`src/rtl/wb_stage.sv`:
```
// Write-back stage: merges the in-order pipeline result with a one-entry buffer
// holding long-latency (mul/div) results onto a single register-file write port.
module wb_stage (
  input  logic        clk,
  input  logic        rst_n,
  input  logic        mem_valid,
  input  logic        mem_regwrite,
  input  logic        mem_memtoreg,
  input  logic [2:0]  mem_funct3,
  input  logic [4:0]  mem_rd,
  input  logic [31:0] mem_alu_result,
  input  logic [31:0] mem_load_word,
  input  logic        lu_valid,
  input  logic [4:0]  lu_rd,
  input  logic [31:0] lu_data,
  output logic        lu_ready,
  output logic        wb_stall,
  output logic        RegWrite,
  output logic [4:0]  WriteAddr,
  output logic [31:0] WriteData
);

  localparam logic [1:0] ST_IDLE  = 2'd0;
  localparam logic [1:0] ST_WAIT  = 2'd1;
  localparam logic [1:0] ST_FORCE = 2'd2;

  logic [1:0]  state_q, state_d;
  logic [1:0]  age_q, age_d;
  logic        lb_valid_q, lb_valid_d;
  logic [4:0]  lb_rd_q, lb_rd_d;
  logic [31:0] lb_data_q, lb_data_d;
  logic        wb_stall_q, wb_stall_d;
  logic        regwrite_q, regwrite_d;
  logic [4:0]  write_addr_q, write_addr_d;
  logic [31:0] write_data_q, write_data_d;

  logic [7:0]  load_bytes [4];
  logic [7:0]  sel_byte;
  logic [15:0] sel_half;
  logic [31:0] load_data;
  logic [31:0] cand_data;
  logic        cand;
  logic        squash;
  logic        capture;

  genvar gi;
  generate
    for (gi = 0; gi < 4; gi++) begin : g_lane
      assign load_bytes[gi] = mem_load_word[8*gi +: 8];
    end
  endgenerate

  assign sel_byte = load_bytes[mem_alu_result[1:0]];
  assign sel_half = mem_alu_result[1] ? mem_load_word[31:16] : mem_load_word[15:0];

  always_comb begin
    case (mem_funct3)
      3'b000:  load_data = {{24{sel_byte[7]}}, sel_byte};
      3'b100:  load_data = {24'd0, sel_byte};
      3'b001:  load_data = {{16{sel_half[15]}}, sel_half};
      3'b101:  load_data = {16'd0, sel_half};
      default: load_data = mem_load_word;
    endcase
  end

  assign cand_data = mem_memtoreg ? load_data : mem_alu_result;
  // A stalled cycle ignores MEM inputs entirely so the buffer owns the port.
  assign cand      = mem_valid & mem_regwrite & (mem_rd != 5'd0) & ~wb_stall_q;
  assign squash    = cand & lb_valid_q & (mem_rd == lb_rd_q);
  assign lu_ready  = rst_n & ~lb_valid_q;
  assign capture   = lu_valid & lu_ready;

  always_comb begin
    state_d      = state_q;
    age_d        = age_q;
    lb_valid_d   = lb_valid_q;
    lb_rd_d      = lb_rd_q;
    lb_data_d    = lb_data_q;
    wb_stall_d   = 1'b0;
    regwrite_d   = 1'b0;
    write_addr_d = write_addr_q;
    write_data_d = write_data_q;

    if (cand) begin
      regwrite_d   = 1'b1;
      write_addr_d = mem_rd;
      write_data_d = cand_data;
      if (squash) begin
        lb_valid_d = 1'b0;
      end
    end else if (lb_valid_q) begin
      regwrite_d   = 1'b1;
      write_addr_d = lb_rd_q;
      write_data_d = lb_data_q;
      lb_valid_d   = 1'b0;
    end

    // Results for x0 are accepted to free the unit but never buffered.
    if (capture && (lu_rd != 5'd0)) begin
      lb_valid_d = 1'b1;
      lb_rd_d    = lu_rd;
      lb_data_d  = lu_data;
    end

    case (state_q)
      ST_IDLE: begin
        age_d = 2'd0;
        if (capture && (lu_rd != 5'd0)) begin
          state_d = ST_WAIT;
        end
      end
      ST_WAIT: begin
        if (!cand || squash) begin
          state_d = ST_IDLE;
          age_d   = 2'd0;
        end else if (age_q == 2'd1) begin
          state_d    = ST_FORCE;
          age_d      = 2'd2;
          wb_stall_d = 1'b1;
        end else begin
          age_d = age_q + 2'd1;
        end
      end
      ST_FORCE: begin
        state_d = ST_IDLE;
        age_d   = 2'd0;
      end
      default: begin
        state_d = ST_IDLE;
        age_d   = 2'd0;
      end
    endcase
  end

  always_ff @(posedge clk) begin
    if (!rst_n) begin
      state_q      <= ST_IDLE;
      age_q        <= 2'd0;
      lb_valid_q   <= 1'b0;
      lb_rd_q      <= 5'd0;
      lb_data_q    <= 32'd0;
      wb_stall_q   <= 1'b0;
      regwrite_q   <= 1'b0;
      write_addr_q <= 5'd0;
      write_data_q <= 32'd0;
    end else begin
      state_q      <= state_d;
      age_q        <= age_d;
      lb_valid_q   <= lb_valid_d;
      lb_rd_q      <= lb_rd_d;
      lb_data_q    <= lb_data_d;
      wb_stall_q   <= wb_stall_d;
      regwrite_q   <= regwrite_d;
      write_addr_q <= write_addr_d;
      write_data_q <= write_data_d;
    end
  end

  assign wb_stall  = wb_stall_q;
  assign RegWrite  = regwrite_q;
  assign WriteAddr = write_addr_q;
  assign WriteData = write_data_q;

endmodule
```
`config.mk`:
```
export PLATFORM = sky130hd
export DESIGN_NAME = wb_stage
export DESIGN_NICKNAME = d
export VERILOG_FILES = /design/src/rtl/wb_stage.sv
export SDC_FILE = /design/constraint.sdc
export NUM_CORES = 1
export LEC_CHECK = 0
export ABC_AREA = 1
export CELL_PAD_IN_SITES_DETAIL_PLACEMENT = 1
export CELL_PAD_IN_SITES_GLOBAL_PLACEMENT = 1
export CORE_ASPECT_RATIO = 1.4
export CORE_MARGIN = 3
export CORE_UTILIZATION = 31
export CTS_BUF_LIST = sky130_fd_sc_hd__clkbuf_4 sky130_fd_sc_hd__clkbuf_8 sky130_fd_sc_hd__clkbuf_16
export DETAILED_ROUTE_END_ITERATION = 12
export PLACE_DENSITY = 0.85
export SETUP_SLACK_MARGIN = 0.15
export SKIP_LAST_GASP = 1
export SLEW_MARGIN = 30
export SYNTH_ARGS = -nofsm -noshare
export SYNTH_HDL_FRONTEND = slang
export SYNTH_SLANG_ARGS = --single-unit
```
`constraint.sdc`:
```
create_clock -name clk -period 2.1 [get_ports clk]
set_input_delay 0.63 -clock clk [delete_from_list [all_inputs] [get_ports clk]]
set_output_delay 0.63 -clock clk [all_outputs]
set_load 0.02 [all_outputs]
```
==> impl_metrics.json <==
{
  "gp_congestion": 0.912,
  "pre_cts_slack_ps": -327,
  "antenna_cells": 0,
  "final.period_utilization_pct": 91.8,
  "layout.nets": 966,
  "gr-usage-all-layers_pct": 23.9,
  "path_buf_inv": 1,
  "grt_first_pass_wirelength_mm": 29.5,
  "hold_violations": 0,
  "cts_num_sinks": 81,
  "rr_endpoint": "lb_data_q[5]$_SDFFE_PN0P_",
  "area_growth_pct": 54.9,
  "pin_count": 155,
  "tightestPinTransition_ps": 570,
  "p_per_area_nw_per_um2": 626,
  "vdd_drop_max_mv": 0.399,
  "vias_per_cell": 5.07,
  "crit_chain": "clkdlybuf4s50_1",
  "firstDrtPassIters": 4,
  "fin_hold_ws_ps": 442,
  "required_ps": 1470,
  "overflow": 0,
  "cts_htree_levels": 3,
  "cts_tree": "built",
  "rsz0062_at_grt": "true",
  "die_h_um": 147,
  "rows": 50,
  "cp_max_fo": 2,
  "maxSlewViolCount": 0,
  "finalSetupViolations": 0,
  "holdBufCountCts": 0,
  "synth.ff_latch_count": 81,
  "synth_top_area_cell": "dfxtp_1",
  "r2r-start": "lb_valid_q$_SDFFE_PN0P_",
  "drtIter0Drc": 229,
  "antenna_left": 0,
  "hp-class": "reg2reg",
  "crit_arrival_ps": 1300,
  "synth_cell_types": 39,
  "core-area_sq_um": 13600,
  "die-area_sq_um": 15700,
  "crit_family": "buffers and inverters",
  "syn-num-nets": 787,
  "skew_ps": 7.34,
  "cp-start-kind": "flip-flop",
  "syn_area_per_cell_sq_um": 6.57,
  "drive_above_1_share_pct": 14.4,
  "rr_worst_depth": 7,
  "seq_area_frac_synth_pct": 36.8,
  "drc": 0,
  "start_util_pct": 32.3,
  "fin_ws_ps": 172,
  "synth_area_sq_um": 4410,
  "cts_buffers": 9,
  "finalNonFillerCells": 1036,
  "whs_path_depth": 1,
  "clk_pin_slew_ps": 60,
  "yosys_warnings": 0,
  "die_w_um": 107,
  "antenna_found_initial": 0,
  "cap_violations": 0,
  "total_power_mw": 4.27,
  "port-buffer-count": 154,
  "min_period_ps": 1930,
  "routed_wl_mm": 19.2,
  "clk_latency_ps": 340,
  "synth_area_leaders": "dfxtp_1 37%, nand2_1 11%, nor2_1 11%",
  "dr_total_vias": 5251,
  "num-fill-cells": 1758,
  "status": "completed",
  "max_stage_delay_ps": 620,
  "p_leak_nw": 3.16,
  "fmax_mhz": 519,
  "regToRegSetupSlack_ps": 600,
  "tns_ps": 0,
  "hp-start": "age_q[0]$_SDFF_PP0_",
  "grt_max_degree": 64,
  "synth_top_area_share_pct": 36.8,
  "grt_pass1_vias": 5572,
  "crit_slowest_cell": "clkdlybuf4s50_1",
  "slew_headroom_pct": 62.0,
  "clockRootBuffer": "clkbuf_16",
  "cp-end-kind": "output pin",
  "wl_per_cell_um": 18.6,
  "synthCells": 671,
  "dpl.cell_count": 1018,
  "hpwl_mm": 14.9,
  "min_to": "age_q[0]$_SDFF_PP0_",
  "clk_path_buf_depth": 2,
  "path_class": "reg2out"
}
[logic make-up (layout without fill, tap and decap cells)]
family                   Yosys count  after routing  synth area share (%)
AO/OA/AOI/OAI                    190            190                  22.8
adder cells (fa/ha/maj)            1              1                 0.284
buffers and inverters             89            271                  10.5
flip-flops                        81             81                  36.8
AND/OR/NAND/NOR                  310            311                  29.6
[metal layers]
metal  share of wire [%]  vias up  GRT usage [%]
met5                   0        -              0
li1                    -     2550              -
met2                  49      174           41.4
met1                  43     2494           30.3
met3                 5.2       33           3.82
met4                 2.6        0           7.49
[synth_stat cells (all sizes together)]
cell and instances:
nand2 138, nor2 129, o21ai 92, a21oi 81
dfxtp 81, inv 44, nand3 35, buf 26
clkbuf 18, a31oi 5, o211ai 4, a21boi 3
and3 2, nand3b 2, o22ai 2, or2 2
a211oi 1, clkinv 1, ha 1, nand4 1
nor3 1, o21bai 1, o31ai 1
[metrics by stage]
| step | cell area [sq um] | utilization, % |
|---|---|---|
| 2_1_floorplan | 4420 | - |
| 3_3_place_gp | 6400 | 46.9 |
| 3_5_place_dp | 6400 | 46.9 |
| 4_1_cts | 6670 | 48.9 |
| 5_1_grt | 6830 | 50.1 |
| 6_report | 6830 | 50.1 |
[state kept, by name, indices dropped and copies added, names as in the netlist]
register    cells
lb_data_q      32
lb_valid_q      1
RegWrite        1
WriteData      32
wb_stall        1
state_q         2
WriteAddr       5
lb_rd_q         5
age_q           2
[placed cells by master, fill, tap and decap left out, types with 6 or more instances in the layout]
master,netlist,final
buf_12,0,8
o21ai_1,26,28
nor2_1,127,124
dlymetal6s2s_1,0,18
inv_2,6,6
nand3_2,5,7
buf_4,4,48
clkdlybuf4s50_1,0,114
nand2_1,127,125
a21oi_2,4,6
clkbuf_16,0,10
dlygate4sd2_1,0,20
dfxtp_1,81,81
nand3_1,30,28
o21ai_0,66,64
a21oi_1,77,74
nand2_2,8,8
inv_1,37,36
[report_power, final]
group	switching, mW	internal (mW)
combinational	0.584	0.519
clock	0.639	0.822
sequential	0.0670	1.64
total	1.29	2.98
[final cells by class]
type,count,area (sq um),area share (%)
well taps,182,228,3.34
repair buffers,211,2100,30.7
inverters,45,174,2.55
multi-input cells,502,2440,35.7
clock inverters,5,32.5,0.476
clock buffers,10,239,3.50
flip-flops and latches,81,1620,23.7
[worst max path at each step]
stage | from | to | depth (start not counted)
floorplan | rst_n | lu_ready | 4
global placement | mem_funct3[0] | WriteData[12]$_SDFFE_PN0P_ | 9
detailed placement | mem_alu_result[1] | WriteData[12]$_SDFFE_PN0P_ | 7
CTS | rst_n | lu_ready | 4
global route | mem_rd[2] | WriteAddr[1]$_SDFFE_PN0P_ | 9
finish | WriteAddr[1]$_SDFFE_PN0P_ | WriteAddr[1] | 1
[timing repair]
| item | in CTS | in global routing |
|---|---|---|
| endpoints found under the hold margin | 0 | 0 |
| setup buffers | 0 | 1 |
| cloned | 0 | 2 |
| endpoints found under the setup margin | 40 | 54 |
| gates resized for setup | 27 | 41 |
| pin swaps | 0 | 7 |
Power figures use the tool's default switching activity.
